--- config.mk ---
export PLATFORM = sky130hd
export DESIGN_NAME = axim_rd_arbiter_flat
export DESIGN_NICKNAME = d
export VERILOG_FILES = /design/src/rtl/axim_rd_arbiter_pkg.sv /design/src/rtl/axim_rd_arbiter_if.sv /design/src/rtl/axim_rd_arbiter_rr.sv /design/src/rtl/axim_rd_arbiter.sv /design/src/flat_wrapper.sv
export SDC_FILE = /design/constraint.sdc
export NUM_CORES = 1
export LEC_CHECK = 0
export ABC_AREA = 1
export BUFFER_PORTS_ARGS = -buffer_cell sky130_fd_sc_hd__buf_2
export CORE_MARGIN = 2
export CORE_UTILIZATION = 49
export CTS_CLUSTER_DIAMETER = 120
export DETAILED_ROUTE_END_ITERATION = 16
export GPL_TIMING_DRIVEN = 0
export PLACE_DENSITY = 0.81
export SKIP_CTS_REPAIR_TIMING = 1
export SLEW_MARGIN = 30
export SYNTH_ARGS = -nofsm -noshare
export SYNTH_HDL_FRONTEND = slang
export SYNTH_SLANG_ARGS = --single-unit
export TNS_END_PERCENT = 30
--- constraint.sdc ---
create_clock -name clk -period 3.6 [get_ports clk]
set_input_delay 0.54 -clock clk [delete_from_list [all_inputs] [get_ports clk]]
set_output_delay 0.54 -clock clk [all_outputs]
set_load 0.02 [all_outputs]
--- src/rtl/axim_rd_arbiter_pkg.sv ---
// Shared types for the AXI-master read arbiter: FSM state encoding, stats counter
// width and an index-width helper.
package axim_arb_pkg;

  typedef enum logic [2:0] {
    IDLE      = 3'd0,
    START     = 3'd1,
    XFER      = 3'd2,
    WAIT_DONE = 3'd3,
    DONE      = 3'd4
  } arb_state_e;

  localparam int CNT_W = 16;

  function automatic int idx_w(input int n);
    return (n > 1) ? $clog2(n) : 1;
  endfunction

endpackage

--- src/rtl/axim_rd_arbiter_if.sv ---
// Bundle of requester-side and AXI-master-side signals of the read arbiter.
// master = arbiter view, slave = requesters + AXI read master view.
interface axim_rd_arbiter_if #(
  parameter int NUM_REQ    = 2,
  parameter int ADDR_WIDTH = 32,
  parameter int XFER_WIDTH = 32,
  parameter int DATA_WIDTH = 32
);

  logic [NUM_REQ-1:0]            req_valid_i;
  logic [NUM_REQ*ADDR_WIDTH-1:0] req_raddr_i;
  logic [NUM_REQ*XFER_WIDTH-1:0] req_xfer_size_i;
  logic [NUM_REQ-1:0]            req_ack_o;
  logic [NUM_REQ-1:0]            req_done_o;
  logic [DATA_WIDTH-1:0]         req_rd_tdata_o;
  logic [NUM_REQ-1:0]            req_rd_tvalid_o;
  logic                          req_rd_tlast_o;
  logic [NUM_REQ-1:0]            req_rd_tready_i;

  logic [ADDR_WIDTH-1:0]         ctrl_raddr_offset_o;
  logic [XFER_WIDTH-1:0]         ctrl_rxfer_size_o;
  logic                          ctrl_rstart_o;
  logic                          ctrl_rdone_i;
  logic [DATA_WIDTH-1:0]         rd_tdata_i;
  logic                          rd_tvalid_i;
  logic                          rd_tlast_i;
  logic                          rd_tready_o;

  logic                          busy_o;
  logic                          len_err_o;

  modport master (
    input  req_valid_i, req_raddr_i, req_xfer_size_i, req_rd_tready_i,
    input  ctrl_rdone_i, rd_tdata_i, rd_tvalid_i, rd_tlast_i,
    output req_ack_o, req_done_o, req_rd_tdata_o, req_rd_tvalid_o, req_rd_tlast_o,
    output ctrl_raddr_offset_o, ctrl_rxfer_size_o, ctrl_rstart_o, rd_tready_o,
    output busy_o, len_err_o
  );

  modport slave (
    output req_valid_i, req_raddr_i, req_xfer_size_i, req_rd_tready_i,
    output ctrl_rdone_i, rd_tdata_i, rd_tvalid_i, rd_tlast_i,
    input  req_ack_o, req_done_o, req_rd_tdata_o, req_rd_tvalid_o, req_rd_tlast_o,
    input  ctrl_raddr_offset_o, ctrl_rxfer_size_o, ctrl_rstart_o, rd_tready_o,
    input  busy_o, len_err_o
  );

endinterface

--- src/rtl/axim_rd_arbiter_rr.sv ---
// Combinational round-robin picker: first set request at or after the pointer,
// returned as one-hot grant plus index.
module rr_arbiter
  import axim_arb_pkg::*;
#(
  parameter  int NUM_REQ = 2,
  localparam int IDX_W   = idx_w(NUM_REQ)
) (
  input  logic [NUM_REQ-1:0] req_i,
  input  logic [IDX_W-1:0]   ptr_i,
  output logic               gnt_valid_o,
  output logic [NUM_REQ-1:0] gnt_onehot_o,
  output logic [IDX_W-1:0]   gnt_idx_o
);

  always_comb begin
    int p;
    p            = 0;
    gnt_valid_o  = 1'b0;
    gnt_onehot_o = '0;
    gnt_idx_o    = '0;
    for (int off = 0; off < NUM_REQ; off++) begin
      p = int'(ptr_i) + off;
      if (p >= NUM_REQ) p = p - NUM_REQ;
      if (!gnt_valid_o && req_i[IDX_W'(p)]) begin
        gnt_valid_o                  = 1'b1;
        gnt_onehot_o[IDX_W'(p)]      = 1'b1;
        gnt_idx_o                    = IDX_W'(p);
      end
    end
  end

endmodule

--- src/rtl/axim_rd_arbiter.sv ---
// Round-robin arbiter sharing one AXI-master read channel between NUM_REQ requesters.
// Optional per-requester grant counters when AXIM_RD_ARB_STATS_EN is defined.
//
// state     | meaning
// IDLE      | no transfer; arbitrate and latch winner's address/size
// START     | single-cycle ctrl_rstart_o pulse to the AXI master
// XFER      | read stream routed to the winner, beats counted
// WAIT_DONE | stream finished, waiting for (or already seen) ctrl_rdone_i
// DONE      | req_done_o pulse, advance round-robin pointer
module axim_rd_arbiter
  import axim_arb_pkg::*;
#(
  parameter int NUM_REQ    = 2,
  parameter int ADDR_WIDTH = 32,
  parameter int XFER_WIDTH = 32,
  parameter int DATA_WIDTH = 32
) (
  input  logic              clk,
  input  logic              reset,
  axim_rd_arbiter_if.master bus
`ifdef AXIM_RD_ARB_STATS_EN
  ,
  output logic [NUM_REQ*CNT_W-1:0] grant_cnt_o
`endif
);

  localparam int IDX_W = idx_w(NUM_REQ);

  arb_state_e            state_q, state_d;
  logic [IDX_W-1:0]      grant_q, grant_d;
  logic [IDX_W-1:0]      rr_ptr_q, rr_ptr_d;
  logic [NUM_REQ-1:0]    grant_oh_q, grant_oh_d;
  logic [NUM_REQ-1:0]    ack_q, ack_d;
  logic [ADDR_WIDTH-1:0] addr_q, addr_d;
  logic [XFER_WIDTH-1:0] size_q, size_d;
  logic [XFER_WIDTH-1:0] beat_q, beat_d;
  logic                  rdone_seen_q, rdone_seen_d;
  logic                  len_err_q, len_err_d;

  logic                  arb_valid;
  logic [NUM_REQ-1:0]    arb_oh;
  logic [IDX_W-1:0]      arb_idx;
  logic [ADDR_WIDTH-1:0] sel_addr;
  logic [XFER_WIDTH-1:0] sel_size;
  logic                  tready;
  logic                  beat_fire;
  logic                  beat_is_last;

  rr_arbiter #(.NUM_REQ(NUM_REQ)) u_rr (
    .req_i        (bus.req_valid_i),
    .ptr_i        (rr_ptr_q),
    .gnt_valid_o  (arb_valid),
    .gnt_onehot_o (arb_oh),
    .gnt_idx_o    (arb_idx)
  );

  always_comb begin
    sel_addr = '0;
    sel_size = '0;
    for (int i = 0; i < NUM_REQ; i++) begin
      if (arb_oh[i]) begin
        sel_addr = bus.req_raddr_i[i*ADDR_WIDTH +: ADDR_WIDTH];
        sel_size = bus.req_xfer_size_i[i*XFER_WIDTH +: XFER_WIDTH];
      end
    end
  end

  assign tready       = (state_q == XFER) && |(bus.req_rd_tready_i & grant_oh_q);
  assign beat_fire    = tready && bus.rd_tvalid_i;
  assign beat_is_last = (beat_q == size_q - 1'b1);

  always_comb begin
    state_d      = state_q;
    grant_d      = grant_q;
    grant_oh_d   = grant_oh_q;
    addr_d       = addr_q;
    size_d       = size_q;
    beat_d       = beat_q;
    rdone_seen_d = rdone_seen_q;
    len_err_d    = len_err_q;
    rr_ptr_d     = rr_ptr_q;
    ack_d        = '0;
    unique case (state_q)
      IDLE: begin
        rdone_seen_d = 1'b0;
        beat_d       = '0;
        if (arb_valid) begin
          grant_d    = arb_idx;
          grant_oh_d = arb_oh;
          addr_d     = sel_addr;
          size_d     = sel_size;
          ack_d      = arb_oh;
          // zero-length requests complete without touching the AXI master
          state_d    = (sel_size == '0) ? DONE : START;
        end
      end
      START: begin
        if (bus.ctrl_rdone_i) rdone_seen_d = 1'b1;
        state_d = XFER;
      end
      XFER: begin
        if (bus.ctrl_rdone_i) rdone_seen_d = 1'b1;
        if (beat_fire) begin
          beat_d = beat_q + 1'b1;
          if (beat_is_last != bus.rd_tlast_i) len_err_d = 1'b1;
          if (beat_is_last || bus.rd_tlast_i) state_d = WAIT_DONE;
        end
      end
      WAIT_DONE: begin
        if (bus.ctrl_rdone_i || rdone_seen_q) state_d = DONE;
      end
      DONE: begin
        rr_ptr_d = (grant_q == IDX_W'(NUM_REQ - 1)) ? '0 : grant_q + 1'b1;
        state_d  = IDLE;
      end
      default: state_d = IDLE;
    endcase
  end

  always_ff @(posedge clk or posedge reset) begin
    if (reset) begin
      state_q      <= IDLE;
      grant_q      <= '0;
      grant_oh_q   <= '0;
      rr_ptr_q     <= '0;
      ack_q        <= '0;
      addr_q       <= '0;
      size_q       <= '0;
      beat_q       <= '0;
      rdone_seen_q <= 1'b0;
      len_err_q    <= 1'b0;
    end else begin
      state_q      <= state_d;
      grant_q      <= grant_d;
      grant_oh_q   <= grant_oh_d;
      rr_ptr_q     <= rr_ptr_d;
      ack_q        <= ack_d;
      addr_q       <= addr_d;
      size_q       <= size_d;
      beat_q       <= beat_d;
      rdone_seen_q <= rdone_seen_d;
      len_err_q    <= len_err_d;
    end
  end

  assign bus.req_ack_o           = ack_q;
  assign bus.req_done_o          = (state_q == DONE) ? grant_oh_q : '0;
  assign bus.req_rd_tdata_o      = bus.rd_tdata_i;
  assign bus.req_rd_tlast_o      = bus.rd_tlast_i;
  assign bus.req_rd_tvalid_o     = ((state_q == XFER) && bus.rd_tvalid_i) ? grant_oh_q : '0;
  assign bus.rd_tready_o         = tready;
  assign bus.ctrl_raddr_offset_o = addr_q;
  assign bus.ctrl_rxfer_size_o   = size_q;
  assign bus.ctrl_rstart_o       = (state_q == START);
  assign bus.busy_o              = (state_q != IDLE);
  assign bus.len_err_o           = len_err_q;

`ifdef AXIM_RD_ARB_STATS_EN
  logic [CNT_W-1:0] grant_cnt_q [NUM_REQ];

  always_ff @(posedge clk or posedge reset) begin
    if (reset) begin
      for (int i = 0; i < NUM_REQ; i++) grant_cnt_q[i] <= '0;
    end else begin
      for (int i = 0; i < NUM_REQ; i++) begin
        if (ack_q[i] && (grant_cnt_q[i] != {CNT_W{1'b1}}))
          grant_cnt_q[i] <= grant_cnt_q[i] + 1'b1;
      end
    end
  end

  for (genvar g = 0; g < NUM_REQ; g++) begin : g_cnt
    assign grant_cnt_o[g*CNT_W +: CNT_W] = grant_cnt_q[g];
  end
`endif

endmodule

--- src/flat_wrapper.sv ---
// flat-port wrapper written by rule: the top's interface ports become plain ports
module axim_rd_arbiter_flat import axim_arb_pkg::*;
#(
  parameter int NUM_REQ    = 2,
  parameter int ADDR_WIDTH = 32,
  parameter int XFER_WIDTH = 32,
  parameter int DATA_WIDTH = 32
)
  (clk, reset, bus_req_valid_i, bus_req_raddr_i, bus_req_xfer_size_i, bus_req_rd_tready_i, bus_ctrl_rdone_i, bus_rd_tdata_i, bus_rd_tvalid_i, bus_rd_tlast_i, bus_req_ack_o, bus_req_done_o, bus_req_rd_tdata_o, bus_req_rd_tvalid_o, bus_req_rd_tlast_o, bus_ctrl_raddr_offset_o, bus_ctrl_rxfer_size_o, bus_ctrl_rstart_o, bus_rd_tready_o, bus_busy_o, bus_len_err_o);
  axim_rd_arbiter_if #(.NUM_REQ(NUM_REQ), .ADDR_WIDTH(ADDR_WIDTH), .XFER_WIDTH(XFER_WIDTH), .DATA_WIDTH(DATA_WIDTH)) bus_i ();
  input  logic clk;
  input  logic reset;
  input wire logic [$bits(bus_i.req_valid_i)-1:0] bus_req_valid_i;
  input wire logic [$bits(bus_i.req_raddr_i)-1:0] bus_req_raddr_i;
  input wire logic [$bits(bus_i.req_xfer_size_i)-1:0] bus_req_xfer_size_i;
  input wire logic [$bits(bus_i.req_rd_tready_i)-1:0] bus_req_rd_tready_i;
  input wire logic [$bits(bus_i.ctrl_rdone_i)-1:0] bus_ctrl_rdone_i;
  input wire logic [$bits(bus_i.rd_tdata_i)-1:0] bus_rd_tdata_i;
  input wire logic [$bits(bus_i.rd_tvalid_i)-1:0] bus_rd_tvalid_i;
  input wire logic [$bits(bus_i.rd_tlast_i)-1:0] bus_rd_tlast_i;
  output wire logic [$bits(bus_i.req_ack_o)-1:0] bus_req_ack_o;
  output wire logic [$bits(bus_i.req_done_o)-1:0] bus_req_done_o;
  output wire logic [$bits(bus_i.req_rd_tdata_o)-1:0] bus_req_rd_tdata_o;
  output wire logic [$bits(bus_i.req_rd_tvalid_o)-1:0] bus_req_rd_tvalid_o;
  output wire logic [$bits(bus_i.req_rd_tlast_o)-1:0] bus_req_rd_tlast_o;
  output wire logic [$bits(bus_i.ctrl_raddr_offset_o)-1:0] bus_ctrl_raddr_offset_o;
  output wire logic [$bits(bus_i.ctrl_rxfer_size_o)-1:0] bus_ctrl_rxfer_size_o;
  output wire logic [$bits(bus_i.ctrl_rstart_o)-1:0] bus_ctrl_rstart_o;
  output wire logic [$bits(bus_i.rd_tready_o)-1:0] bus_rd_tready_o;
  output wire logic [$bits(bus_i.busy_o)-1:0] bus_busy_o;
  output wire logic [$bits(bus_i.len_err_o)-1:0] bus_len_err_o;
  assign bus_i.req_valid_i = bus_req_valid_i;
  assign bus_i.req_raddr_i = bus_req_raddr_i;
  assign bus_i.req_xfer_size_i = bus_req_xfer_size_i;
  assign bus_i.req_rd_tready_i = bus_req_rd_tready_i;
  assign bus_i.ctrl_rdone_i = bus_ctrl_rdone_i;
  assign bus_i.rd_tdata_i = bus_rd_tdata_i;
  assign bus_i.rd_tvalid_i = bus_rd_tvalid_i;
  assign bus_i.rd_tlast_i = bus_rd_tlast_i;
  assign bus_req_ack_o = bus_i.req_ack_o;
  assign bus_req_done_o = bus_i.req_done_o;
  assign bus_req_rd_tdata_o = bus_i.req_rd_tdata_o;
  assign bus_req_rd_tvalid_o = bus_i.req_rd_tvalid_o;
  assign bus_req_rd_tlast_o = bus_i.req_rd_tlast_o;
  assign bus_ctrl_raddr_offset_o = bus_i.ctrl_raddr_offset_o;
  assign bus_ctrl_rxfer_size_o = bus_i.ctrl_rxfer_size_o;
  assign bus_ctrl_rstart_o = bus_i.ctrl_rstart_o;
  assign bus_rd_tready_o = bus_i.rd_tready_o;
  assign bus_busy_o = bus_i.busy_o;
  assign bus_len_err_o = bus_i.len_err_o;
  axim_rd_arbiter #(.NUM_REQ(NUM_REQ), .ADDR_WIDTH(ADDR_WIDTH), .XFER_WIDTH(XFER_WIDTH), .DATA_WIDTH(DATA_WIDTH)) u_core (.clk(clk), .reset(reset), .bus(bus_i));
endmodule
* Yosys cells after proc, flatten, opt, wreduce, memory -nomap -nowiden *
Index checks and enable logic that the tools add are counted.

storage, ports and cells
  bits of input ports = 169
  register bits = 107
  output and inout port bits = 107

operators by class
  bitwise logic cells = 2
  muxes and demuxes = 35
  $lt $le $gt $ge = 6
  reductions and logical operators = 21
  add/subtract/negate cells = 6
  equal/unequal tests = 11

operator list
  cell                   count
  $mux 32                5
  $pmux 32 s2            1
  $add 32x1->32 const B  1
  $eq 32x32->1           1
  $logic_not 32->1       1
  $sub 32x1->32 const B  1
  $mux 3                 5
  $mux 1                 14
  $mux 2                 6
  $pmux 3 s4             1
  $ne 2x1->1 const B     5
  $eq 3x2->1 const B     2
  $logic_and 1x1->1      6
  $lt 1x3->1 const B     2
  $reduce_and 2->1       3
  $reduce_and 4->1       1
  $reduce_bool 2->1      2
  $reduce_or 2->1        2
  $eq 3x1->1 const B     1
  $eq 3x3->1 const B     1
  $logic_not 3->1        1
  $reduce_and 3->1       1
  $reduce_bool 3->1      1
  $add 1x1->2 const B    1
  other kinds (12)       16

* Logic depth before layout (Yosys ltp) *
Gate-level depths: netlist of the first run.

  depth in word-level cells = 15
  mapped depth = 20

* By module *
A second synthesis of the first run with hierarchy kept.

unflattened totals
  cells, all modules = 1,018
  area, all modules = 7,252.0 µm²

modules (own cells, without submodules)
  module           area an instance (µm²)  times used  cells an instance  seq. area each (µm²)
  axim_rd_arbiter  7,215.7                 1           1,011              2,677.6
  rr_arbiter       36.3                    1           7                  0.0

* Least setup slack after synthesis of the first run *
OpenSTA, ideal clock, no wires.

  path type = register to register
  start point = reg u_core.size_q[0] (netlist: u_core.bus.ctrl_rxfer_size_o[0])
  end point = reg u_core.state_q[0]
  library setup time = 121 ps
  setup slack = 1,048 ps
  clock period less this slack = 2,552 ps
  arrival time = 2,431 ps
  required time = 3,479 ps
  stages on the path, launching flop included = 18
  cell sequence = dfrtp_1 -> inv_1 -> ha_1 -> nand2_1 -> nor2_1 -> nand2_1 -> xor2_1 -> nor2_1 -> nand2_1 -> nor2_1 -> nand2_1 -> nor2_1 -> nand2_1 -> ha_1 -> o21ai_0 -> nand3_1 -> nor2_1 -> a21oi_1

on the way
  longest elaborated chain between the ends = 5

ends and longest elaborated chain
  element                            line                    text
  from (decl)                        axim_rd_arbiter.sv:35   logic [XFER_WIDTH-1:0] size_q, size_d;
  from (signal assigned)             axim_rd_arbiter.sv:139  size_q <= size_d;
  $sub 32x1->32                      axim_rd_arbiter.sv:70   assign beat_is_last = (beat_q == size_q - 1'b1);
  $eq 32x32->1                       axim_rd_arbiter.sv:70
  $logic_or 1x1->1                   axim_rd_arbiter.sv:106  if (beat_is_last || bus.rd_tlast_i) state_d = WAIT_DONE;
  $ne 2x1->1 (no source line)        -
  $reduce_and 4->1 (no source line)  -
  to (signal assigned)               axim_rd_arbiter.sv:133  state_q <= state_d;
  to (decl)                          axim_rd_arbiter.sv:29   arb_state_e state_q, state_d;

Every way passes these cells.
A chain may end at the register's enable or synchronous reset.

* Worst setup path after layout of the first run *
Ends and elaborated chain as after synthesis.

==> metrics.md, run 1 <==
| Metric | Value |
|---|---|
| Seq/Total Area, Yosys | `0.395` |
| H-Tree Depth | `3` |
| Area delta synth->final | `21.4%` |
| Data required time of the worst path | `3.86 ns` |
| Synth area leaders | `dfrtp_1 (39%), nand2_1 (15%), o21ai_0 (7.4%)` |
| Setup Skew | `0.0135 ns` |
| PortBufs | `174` |
| Combinational Power Share | `0.492` |
| Yosys reg bits | `105` |
| ANT nets after route | `0` |
| CTS tree | `done` |
| Cell family with most CP delay | `simple AND/OR/NAND/NOR gates` |
| Root buffer cell | `clkbuf_16` |
| # setup viols final | `0` |
| Final hold slack | `0.199 ns` |
| Synth Flop Type | `dfrtp_1` |
| First-pass GRT wire length | `31.1 mm` |
| Asr flop ratio synth | `1.00` |
| Leading cell types in the layout, fill and taps excluded | `nand2_1 (272), buf_2 (179), nor2_1 (130)` |
| Maximum VDD drop | `0.504 mV` |
| Outcome | `complete, no violations` |
| Antenna cells | `0` |
| Clock power share | `0.175` |
| Via density | `5.17` |
| RSZ-0062 raised after global routing | `false` |
| CP max-delay cell | `dfrtp_1` |
| Std cell rows | `42` |
| FF-to-FF path depth | `16` |
| WP depth | `16` |
| EDFF count, synth | `0` |
| Slew @ Worst Pin | `0.574 ns` |
| Total CTS buffers | `9` |
| Syn. warnings | `0` |
| GRT overflow | `0` |
| Seq pwr share | `0.333` |
| Crit-path cells | `inv_1 -> ha_1 -> nand2_1 -> nor2_1 -> nand3_1 -> nor2_1 -> nand3_1 -> xor2_1 -> nand3_1 -> nor2_1 -> nand2_1 -> ha_1 -> o21ai_0 -> nand3_1 -> nor2_1 -> a21oi_1` |
| Final min period | `3.04 ns` |
| Sw frac | `0.487` |
| Worst path arrival time | `3.30 ns` |
| Hold Violations, Final | `0` |
| Share of post-route cells with drive strength above 1 | `0.229` |
| Yosys cell types | `46` |
| Detailed Routing Iterations Pass 1 | `5` |
| MaxCap Viol Count | `0` |
| Fin crit share | `0.844` |
| Pleak | `0.00426 µW` |
| Max-slew headroom | `0.616` |
| DR WL/cell | `14.7 µm` |
| Syn Area/Cell | `7.01 µm²` |
| Vias in the first global route | `6424` |
| Fmax | `0.329 GHz` |
| Via count | `6809` |
| CP Max Fanout | `5` |
| Clock sink total | `105` |
| Die span in x | `121 µm` |
| Io pins | `276` |
| Critical path class | `flop to flop` |
| Starting density of the core | `0.503` |
| Startpoint types | `flop` |
| Drt first-iter violations | `405` |
| Sw Pwr | `2790 µW` |
| CTS Buffer Depth | `2` |
| Post-synth top area share | `0.395` |
| Initial antenna violation count | `0` |
| CP Buf/Inv Count | `1` |
| Maximum number of pins on one net before global-route repair | `57` |
| P_int | `2930 µW` |
| GRT Total Usage | `0.271` |
| Drt total wl | `19.4 mm` |
| DR DRC count | `0` |
| Worst-Skew Late Latency | `0.37 ns` |
| Yosys top cell by area | `dfrtp_1` |
| Max stage delay on crit path | `0.42 ns` |
| Clock transition at path regs | `0.08 ns` |
| Placer Congestion | `0.955` |
| Cell area after synthesis | `6660 µm²` |
| Final HPWL DP | `15.2 mm` |
| Worst hold path type | `input port to async pin` |
| CORE AREA | `13200 µm²` |
| Max Slew Vio Count | `0` |
| Nets | `1309` |
| Leading cell type in the layout, fill and taps excluded | `nand2_1` |
| Pwr dens | `707 nW/µm²` |
| Die H | `121 µm` |
| Syn Inst Count | `949` |
| Full die area | `14500 µm²` |
| Design Power | `5720 µW` |
| Crit end category | `flop` |
-- kinds of logic after synthesis --
family                   after synthesis  share of synthesized area
AO/OA/AOI/OAI                        146                      0.118
AND/OR/NAND/NOR                      504                      0.325
buffers and inverters                156                      0.112
XOR/XNOR                              34                     0.0447
other                                  1                   0.000563
adder cells (fa/ha/maj)                3                    0.00564
flip-flops                           105                      0.395
-- power groups by stage --
stage,Sequential (µW),Combinational (µW),Clock [µW]
5_1_grt,1950,3150,1060
3_5_place_dp,1910,2800,0
6_report,1900,2810,998
3_3_place_gp,1910,2740,0
2_1_floorplan,2210,1550,0
4_1_cts,1900,2810,1000
-- worst reg2reg max path, delay by kind of cell (launching register included) --
family / cells / cell delay (ns)
and+or+nand+nor: 10 / 1.54
DFF: 1 / 0.42
adders and majority gates: 2 / 0.38
AOI/OAI and AO/OA: 2 / 0.30
xor gates and xnor gates: 1 / 0.17
buffers and inverters: 1 / 0.13
-- metrics by stage --
stage | TNS [ns] | setup slack, ns | cells | utilization | area, µm²
floorplan | 0 | 0.299 | 951 | - | 6660
global placement | -100.95 | -0.971 | 1301 | 0.586 | 7750
detailed placement | 0 | 0.602 | 1302 | 0.588 | 7790
CTS | 0 | 0.554 | 1318 | 0.610 | 8080
global route | 0 | 0.227 | 1318 | 0.610 | 8080
finish | 0 | 0.563 | 1318 | 0.610 | 8080
-- state kept, by name (all words and copies together), names as in the netlist --
| register | flops |
|---|---|
| u_core.grant_oh_q | 1 |
| u_core.grant_q | 1 |
| u_core.bus.ctrl_rxfer_size_o | 32 |
| u_core.rdone_seen_q | 1 |
| u_core.beat_q | 32 |
| u_core.bus.req_ack_o | 1 |
| u_core.bus.ctrl_raddr_offset_o | 32 |
| u_core.bus.len_err_o | 1 |
| u_core.rr_ptr_q | 1 |
| u_core.state_q | 3 |
-- worst paths after layout --
path                                                   start                                  to  slack [ns]
min in group clk                         bus_req_raddr_i[14]  u_core.bus.ctrl_raddr_offset_o[14]        0.37
hold reg to reg            u_core.bus.ctrl_raddr_offset_o[3]   u_core.bus.ctrl_raddr_offset_o[3]        0.50
max in group asynchronous                              reset    u_core.bus.ctrl_rxfer_size_o[11]        2.74
hold / removal                                         reset   u_core.bus.ctrl_raddr_offset_o[8]        0.20
setup reg to reg             u_core.bus.ctrl_rxfer_size_o[0]                   u_core.state_q[0]        0.56
setup / recovery             u_core.bus.ctrl_rxfer_size_o[0]                   u_core.state_q[0]        0.56
-- cell usage after synthesis (2+ instances only) --
master and n:
a31oi_1 4, a21oi_1 22, inv_2 4, buf_4 36
nor2_1 130, buf_6 2, dfrtp_1 105, ha_1 3
buf_2 5, nand2_4 2, nand3_1 41, a21boi_0 2
o21bai_1 2, nand2_2 3, nand4_2 2, nand2_1 272
o31ai_1 4, nand3b_1 6, nor3_1 11, nor2_4 2
xor2_1 24, clkbuf_1 17, xnor2_1 10, o21ai_0 99
o21ai_1 4, nand4_1 16, nor2_2 8, o41ai_1 4
inv_1 90, o21a_1 2, and3_1 2
-- cell type report --
cell class,instances,area [µm²]
fillers,1287,5160
multi-input cells,690,3290
clock inverters,6,65.1
plain buffers,61,387
clock buffers,10,229
inverters,95,362
well taps,176,220
repair buffers,175,898
flip-flops and latches,105,2630
-- routing by layer --
layer,part of all wire,track usage,vias to the layer above
met4,0.016,0.0581,0
met1,0.43,0.354,3159
met3,0.075,0.0670,28
met5,0,0,-
met2,0.48,0.457,249
li1,-,-,3373
Note: power is estimated with default switching activity, not from simulation.
==> run 2, diff against run 1 <==
--- a/config.mk
+++ b/config.mk
@@ -5,10 +5,10 @@
 export SDC_FILE = /design/constraint.sdc
 export NUM_CORES = 1
 export LEC_CHECK = 0
-export ABC_AREA = 1
+export ABC_AREA = 0
 export BUFFER_PORTS_ARGS = -buffer_cell sky130_fd_sc_hd__buf_2
 export CORE_MARGIN = 2
-export CORE_UTILIZATION = 49
+export CORE_UTILIZATION = 48
 export CTS_CLUSTER_DIAMETER = 120
 export DETAILED_ROUTE_END_ITERATION = 16
 export GPL_TIMING_DRIVEN = 0
==> constraint.sdc (replaced) <==
create_clock -name clk -period 3.05 [get_ports clk]
set_input_delay 0.4575 -clock clk [delete_from_list [all_inputs] [get_ports clk]]
set_output_delay 0.4575 -clock clk [all_outputs]
set_load 0.02 [all_outputs]
==> run 2 against run 1 <==
The flow now finishes with violations (setup timing). Clock skew is 0.0057 ns lower. Total power is 23% higher. Design area is 3.9% lower. Worst hold slack worse by 0.088 ns. Combinational power is 27% higher. Via count is 17% lower. Largest power group unchanged.
==> metrics.md, run 2 <==
| Metric | Value |
|---|---|
| Fillcell total | `1070 (-17%)` |
| CORE AREA | `12500 µm² (-5.5%)` |
| Starting density of the core | `0.488 (-0.0148)` |
| First-pass GRT wire length | `25.2 mm (-19%)` |
| Slew @ Worst Pin | `0.877 ns (+0.303 ns)` |
| Final core occ | `0.620 (+0.0101)` |
| Seq pwr share | `0.320 (-0.013)` |
| Crit end category | `flop` |
| Std cell rows | `41 (-2.4%)` |
| Clock transition at path regs | `0.08 ns (about the same)` |
| Maximum number of pins on one net before global-route repair | `32 (-44%)` |
| R2R Path End | `u_core.state_q[2]` |
| Cell family with most CP delay | `simple AND/OR/NAND/NOR gates` |
| Seq. cell area | `2630 µm² (about the same)` |
| H-Tree Depth | `3 (unchanged)` |
| EDFF count, synth | `0 (unchanged)` |
| Critical path class | `flop to flop` |
| Worst setup margin | `-0.459 ns (-1.02 ns)` |
| P_int | `3790 µW (+29%)` |
| Share of post-route cells with drive strength above 1 | `0.299 (+0.0695)` |
| GRT overflow | `0 (unchanged)` |
| Drt total wl | `16.5 mm (-15%)` |
| Area delta synth->final | `27.2%` |
| Max stage delay on crit path | `0.47 ns (+0.05 ns)` |
| MaxCap Viol Count | `0 (unchanged)` |
| CP max-delay cell | `or4b_4` |
| ANT nets after route | `0 (unchanged)` |
| Detailed Routing Iterations Pass 1 | `5 (unchanged)` |
| FF-to-FF path depth | `14 (-2)` |
| Asr flop ratio synth | `1.00 (unchanged)` |
| Die span in x | `117 µm (-3.1%)` |
| CP Max Fanout | `8 (+3)` |
| Clock power share | `0.174 (about the same)` |
| Post-synth top area share | `0.430 (+0.0356)` |
| Yosys cell types | `55 (+20%)` |
| Syn. warnings | `0 (unchanged)` |
| GRT met1 Usage | `0.323 (-0.0317)` |
| Io pins | `276 (unchanged)` |
| Met2 Use GR | `0.377 (-0.0804)` |
| CP Buf/Inv Count | `2 (+1)` |
| Final HPWL DP | `12.3 mm (-20%)` |
| Synth Flop Type | `dfrtp_1` |
| CTS tree | `done` |
| Leading cell type in the layout, fill and taps excluded | `buf_2` |
| Hold Violations, Final | `0 (unchanged)` |
| Syn Inst Count | `699 (-26%)` |
| Startpoint types | `flop` |
| Drt first-iter violations | `397 (-2.0%)` |
| Full die area | `13600 µm² (-6.1%)` |
| Inst Count DP | `1051 (-19%)` |
| Clock sink total | `105 (unchanged)` |
| Reg-to-reg startpoint | `u_core.bus.ctrl_rxfer_size_o[0]` |
| Worst path arrival time | `3.81 ns (+0.51 ns)` |
| Seq/Total Area, Yosys | `0.430 (+0.0356)` |
| Via count | `5674 (-17%)` |
| Die H | `117 µm (-3.1%)` |
| Commonest cells in the netlist | `dfrtp_1 (105), nand2_1 (89), o21ai_0 (72), nand2b_1 (69), nor2_1 (49)` |
| Maximum VDD drop | `0.489 mV (-3.1%)` |
| R2R Setup Slk | `-0.46 ns (-1.02 ns)` |
| GR Util met3 | `0.0572 (-0.00982)` |
| Pleak | `0.00366 µW (-14%)` |
| Max Slew Vio Count | `0 (unchanged)` |
| DR DRC count | `0 (unchanged)` |
| Area of the multi-input gates | `3120 µm² (-5.3%)` |
| # setup viols final | `3 (+3)` |
| Nets | `1067 (-18%)` |
| Fmax | `0.285 GHz (-13%)` |
| Yosys reg bits | `105 (unchanged)` |
| RSZ-0062 raised after global routing | `true` |
| Initial antenna violation count | `0 (unchanged)` |
| DR WL/cell | `15.4 µm (+4.8%)` |
| Syn Area/Cell | `8.74 µm² (+25%)` |
| Cell area after synthesis | `6110 µm² (-8.3%)` |
| GRT Total Usage | `0.238 (-0.0330)` |
| Total CTS buffers | `9 (unchanged)` |
| Vias in the first global route | `5173 (-19%)` |
| Worst hold path type | `input port to async pin` |
| Combinational Power Share | `0.506 (+0.014)` |
| Antenna cells | `0 (unchanged)` |
| CTS Buffer Depth | `2 (unchanged)` |
| Pwr dens | `908 nW/µm² (+28%)` |
| Count leader, synth | `dfrtp_1` |
| Yosys top cell by area | `dfrtp_1` |
| PortBufs | `174 (unchanged)` |
| Leading cell types in the layout, fill and taps excluded | `buf_2 (177), dfrtp_1 (103), nand2_1 (89)` |
| Data required time of the worst path | `3.35 ns (-0.51 ns)` |
| Final hold slack | `0.111 ns (-0.0883 ns)` |
| Root buffer cell | `clkbuf_16` |
| Via density | `5.29 (+2.5%)` |
| Placer Congestion | `0.931 (-2.5%)` |
| Final min period | `3.51 ns (+0.472 ns)` |
| Setup crit start | `u_core.bus.ctrl_rxfer_size_o[0]` |
| Synth area leaders | `dfrtp_1 (43%), nand2b_1 (7.1%), o21ai_0 (5.9%)` |
| Crit-path cells | `inv_2 -> ha_4 -> or4b_4 -> buf_4 -> nor4_2 -> xnor2_1 -> a2111o_1 -> nor4_1 -> nand4_1 -> ha_2 -> nor2_2 -> a21oi_2 -> nor3_2 -> o21a_1` |
| Finished Layout Cells | `1072 (-19%)` |
| Sw Pwr | `3260 µW (+17%)` |
| Failing checks | `setup timing` |
| Setup Skew | `0.00777 ns (-0.00575 ns)` |
| Sw frac | `0.463 (-0.0249)` |
| Outcome | `finished with violations` |
| Worst-Skew Late Latency | `0.35 ns (-0.02 ns)` |
| Fin crit share | `1.15 (+0.307)` |
| Max-slew headroom | `0.400 (-0.216)` |
| Busiest grt layer | `met2` |
run 2: kinds of logic (layout without fill, tap and decap cells):
group	after synthesis	after routing	synth area share
flip-flops	105	105	0.430
AND/OR/NAND/NOR	319	320	0.275
adder cells (fa/ha/maj)	3	3	0.00615
other	1	3	0.000614
buffers and inverters	89	287	0.0789
XOR/XNOR	66	66	0.0947
multiplexers	7	7	0.0119
AO/OA/AOI/OAI	109	109	0.102
run 2: worst max-delay path by stage:
stage | slack, ns | cells past startpoint | endpoint
floorplan | -0.14 | 17 | u_core.state_q[0]
global placement | -0.53 | 14 | u_core.state_q[0]
detailed placement | -0.58 | 14 | u_core.state_q[0]
CTS | -0.61 | 14 | u_core.state_q[0]
global route | -0.57 | 16 | u_core.state_q[0]
finish | -0.46 | 14 | u_core.state_q[2]
run 2: power by group through the flow:
| stage | combinational, µW | sequential (µW) | clock, µW |
|---|---|---|---|
| finish | 3570 | 2250 | 1230 |
| global route | 3910 | 2300 | 1300 |
| CTS | 3430 | 2230 | 1240 |
| detailed placement | 3400 | 2250 | 0 |
| global placement | 3300 | 2250 | 0 |
| floorplan | 1940 | 2610 | 0 |
run 2: area by class of cell:
| class | instances | share of cell area |
|---|---|---|
| inverters | 11 | 0.00580 |
| repair buffers | 184 | 0.130 |
| clock buffers | 9 | 0.0290 |
| well taps | 172 | 0.0277 |
| multi-input cells | 508 | 0.402 |
| flip-flops and latches | 105 | 0.339 |
| plain buffers | 76 | 0.0546 |
| clock inverters | 7 | 0.0124 |
run 2: metrics by stage:
stage / worst slack (ns) / instance area, µm² / total power, µW / setup TNS (ns)
final: -0.459 / 7760 / 7050 / -1.23
after detailed placement: -0.584 / 7340 / 5650 / -1.56
after floorplan: -0.140 / 6160 / 4540 / -0.386
after CTS: -0.609 / 7660 / 6900 / -1.62
after global placement: -0.531 / 7240 / 5550 / -1.42
after global routing: -0.567 / 7760 / 7520 / -2.38
run 2: layer usage:
layer | up-vias | wire [µm]
met5 | - | 0
met4 | 0 | 464
met3 | 28 | 1210
met2 | 217 | 7900
met1 | 2683 | 6950
li1 | 2746 | -
==> run 3, diff against run 2 <==
--- a/config.mk
+++ b/config.mk
@@ -8,14 +8,15 @@
 export ABC_AREA = 0
 export BUFFER_PORTS_ARGS = -buffer_cell sky130_fd_sc_hd__buf_2
 export CORE_MARGIN = 2
-export CORE_UTILIZATION = 48
+export CORE_UTILIZATION = 49
 export CTS_CLUSTER_DIAMETER = 120
 export DETAILED_ROUTE_END_ITERATION = 16
 export GPL_TIMING_DRIVEN = 0
-export PLACE_DENSITY = 0.81
+export PLACE_DENSITY = 0.82
 export SKIP_CTS_REPAIR_TIMING = 1
 export SLEW_MARGIN = 30
 export SYNTH_ARGS = -nofsm -noshare
 export SYNTH_HDL_FRONTEND = slang
+export SYNTH_HIERARCHICAL = 1
 export SYNTH_SLANG_ARGS = --single-unit
 export TNS_END_PERCENT = 30
==> run 3 against run 2 <==
The flow still finishes with violations (setup timing). Via count is 24% higher. Utilization increased by 5.7 points. Non-clock buffer count grew 80. Area after synthesis up 4.9%. Count of clock-buffer cells in the layout stayed put. Synthesized cell count increased by 4.3%. Global-route usage grew 6.8 points. Critical path depth down 2. Register-to-register slack gained 0.16 ns. Critical path type unchanged. Largest cell class unchanged. Largest power group unchanged.
==> metrics.md, run 3 <==
| Metric | Value |
|---|---|
| Die H | `118 µm (+1.3%)` |
| First-pass GRT wire length | `33.8 mm (+34%)` |
| ANT nets after route | `0 (unchanged)` |
| Critical path class | `flop to flop` |
| Most used cell, CP | `nand4_1` |
| Full die area | `14000 µm² (+2.6%)` |
| Design Power | `7810 µW (+11%)` |
| Syn Inst Count | `729 (+4.3%)` |
| Synthesized Nets | `901` |
| Clock sink total | `107 (+1.9%)` |
| Failing checks | `setup timing` |
| Finished Layout Cells | `1180 (+10%)` |
| Leading cell types in the layout, fill and taps excluded | `buf_2 (243), dfrtp_1 (97), nand2_1 (85)` |
| MaxCap Viol Count | `0 (unchanged)` |
| CP Buf/Inv Count | `1 (-1)` |
| Syn Area/Cell | `8.78 µm² (+0.54%)` |
| GRT Total Usage | `0.306 (+0.0680)` |
| DR DRC count | `0 (unchanged)` |
| Slew @ Worst Pin | `0.954 ns (+0.0771 ns)` |
| Hold Violations, Final | `0 (unchanged)` |
| Count leader, synth | `dfrtp_1` |
| Pleak | `0.00394 µW (+7.5%)` |
| Final min period | `3.34 ns (-0.165 ns)` |
| Maximum number of pins on one net before global-route repair | `29 (-9.4%)` |
| Inst Count DP | `1146 (+9.0%)` |
| Worst-Skew Late Latency | `0.36 ns (about the same)` |
| Antenna cells | `0 (unchanged)` |
| Seq. cell area | `2690 µm² (+2.3%)` |
| CP max-delay cell | `dfrtp_2` |
| DR WL/cell | `19.5 µm (+26%)` |
| Final HPWL DP | `16.9 mm (+38%)` |
| GRT overflow | `0 (unchanged)` |
| Detailed Routing Iterations Pass 1 | `6 (+1)` |
| Fillcell total | `1046 (-2.2%)` |
| Worst setup margin | `-0.294 ns (+0.165 ns)` |
| Leading cell type in the layout, fill and taps excluded | `buf_2` |
| Crit-path cells | `nor4_4 -> buf_4 -> nand4_1 -> o21ai_0 -> nand4_1 -> nor4b_4 -> nand4_1 -> ha_2 -> o22ai_1 -> nor2_1 -> or3_1 -> o21ai_1` |
| Asr flop ratio synth | `1.00 (unchanged)` |
| Synth Flop Type | `dfrtp_1` |
| Cell area after synthesis | `6400 µm² (+4.9%)` |
| H-Tree Depth | `3 (unchanged)` |
| Max stage delay on crit path | `0.49 ns (+0.02 ns)` |
| Io pins | `276 (unchanged)` |
| Total CTS buffers | `9 (unchanged)` |
| EDFF count, synth | `0 (unchanged)` |
| Fmax | `0.299 GHz (+4.9%)` |
| Maximum VDD drop | `0.623 mV (+27%)` |
| # setup viols final | `2 (-1)` |
| Max-slew headroom | `0.359 (-0.0416)` |
| Die span in x | `118 µm (+1.3%)` |
| Vias in the first global route | `6499 (+26%)` |
| CP Max Fanout | `6 (-2)` |
| Worst hold path type | `input port to async pin` |
| Setup Skew | `0.0130 ns (+0.00523 ns)` |
| Clock transition at path regs | `0.08 ns (about the same)` |
| Yosys top cell by area | `dfrtp_1` |
| Drt first-iter violations | `703 (+77%)` |
| Syn. warnings | `6 (+6)` |
| Std cell rows | `41 (unchanged)` |
| Commonest cells in the netlist | `dfrtp_1 (107), nand2_1 (85), o21ai_0 (70), a22oi_1 (59), nor2_1 (49)` |
| Via count | `7040 (+24%)` |
| CTS Buffer Depth | `2 (unchanged)` |
| CORE AREA | `12700 µm² (+1.2%)` |
| Worst path arrival time | `3.64 ns (-0.17 ns)` |
| DP Worst Slack | `-0.719 ns (-0.135 ns)` |
| Area of the multi-input gates | `3400 µm² (+9.2%)` |
| Area after DPL | `7890 µm² (+7.5%)` |
| Via density | `5.97 (+13%)` |
| Share of post-route cells with drive strength above 1 | `0.362 (+0.0632)` |
| Nets | `1175 (+10%)` |
| CTS tree | `done` |
| Startpoint types | `flop` |
| Initial antenna violation count | `0 (unchanged)` |
| Starting density of the core | `0.505 (+0.0175)` |
| Yosys reg bits | `107 (+1.9%)` |
| Yosys cell types | `61 (+11%)` |
| Crit end category | `flop` |
| Data required time of the worst path | `3.34 ns (about the same)` |
| Synth area leaders | `dfrtp_1 (42%), a22oi_1 (6.9%), xnor2_1 (5.9%)` |
| RSZ-0062 raised after global routing | `true` |
| PortBufs | `242 (+39%)` |
| Pwr dens | `910 nW/µm² (+0.21%)` |
| Seq/Total Area, Yosys | `0.418 (-0.0121)` |
| Placer Congestion | `0.935 (+0.46%)` |
| Fin crit share | `1.10 (-0.0540)` |
| Drt total wl | `23.0 mm (+39%)` |
| Max Slew Vio Count | `0 (unchanged)` |
| Root buffer cell | `clkbuf_16` |
| Cell family with most CP delay | `simple AND/OR/NAND/NOR gates` |
| Final Cell Area | `8580 µm² (+11%)` |
| Post-synth top area share | `0.418 (-0.0121)` |
| Area delta synth->final | `34.0%` |
| Outcome | `finished with violations` |
run 3: stage by stage:
| stage | hold WS (ns) | utilization | TNS (ns) |
|---|---|---|---|
| floorplan | 0.431 | - | -0.123 |
| global placement | 0.437 | 0.618 | -1.60 |
| detailed placement | 0.441 | 0.623 | -1.54 |
| CTS | 0.184 | 0.649 | -1.65 |
| global route | 0.204 | 0.677 | -0.489 |
| finish | 0.171 | 0.677 | -0.376 |
run 3: worst paths after layout:
kind,startpoint,endpoint,slack (ns),depth (start not counted)
worst min-delay path,reset,u_core/bus.ctrl_raddr_offset_o[28],0.17,2
max in group asynchronous,reset,u_core/bus.ctrl_rxfer_size_o[21],2.10,4
worst max register to register,u_core/bus.ctrl_rxfer_size_o[3],u_core/state_q[0],-0.29,12
min in group clk,bus_ctrl_rdone_i,u_core/rdone_seen_q,0.36,3
worst min register to register,u_core/bus.len_err_o,u_core/bus.len_err_o,0.46,1
worst max-delay path,u_core/bus.ctrl_rxfer_size_o[3],u_core/state_q[0],-0.29,12
run 3: per-layer routing:
layer | track usage | share of wire | up-vias
met5 | 0 | 0 | -
met4 | 0.135 | 0.042 | 0
met3 | 0.0652 | 0.086 | 74
met2 | 0.527 | 0.51 | 422
met1 | 0.368 | 0.37 | 3392
li1 | - | - | 3152
run 3: area by class of cell:
cell class | instances | area share
clock inverters | 7 | 0.0130
well taps | 172 | 0.0251
flip-flops and latches | 107 | 0.313
clock buffers | 9 | 0.0262
repair buffers | 266 | 0.168
multi-input cells | 529 | 0.397
inverters | 16 | 0.00744
plain buffers | 74 | 0.0502
run 3: power breakdown:
part / total [µW] / switching [µW] / leakage (µW) / internal (µW)
Combinational: 3910 / 2440 / 0.00240 / 1470
Clock: 1320 / 583 / 0.000162 / 738
Sequential: 2570 / 654 / 0.00138 / 1920
run 3: cells by family (layout without fill, tap and decap cells):
family | Yosys count | count (layout) | share of synthesized area
flip-flops | 107 | 107 | 0.418
multiplexers | 3 | 3 | 0.00508
other | 1 | 1 | 0.000586
XOR/XNOR | 63 | 63 | 0.0862
buffers and inverters | 93 | 372 | 0.0774
AND/OR/NAND/NOR | 270 | 270 | 0.218
AO/OA/AOI/OAI | 189 | 189 | 0.189
adder cells (fa/ha/maj) | 3 | 3 | 0.00586
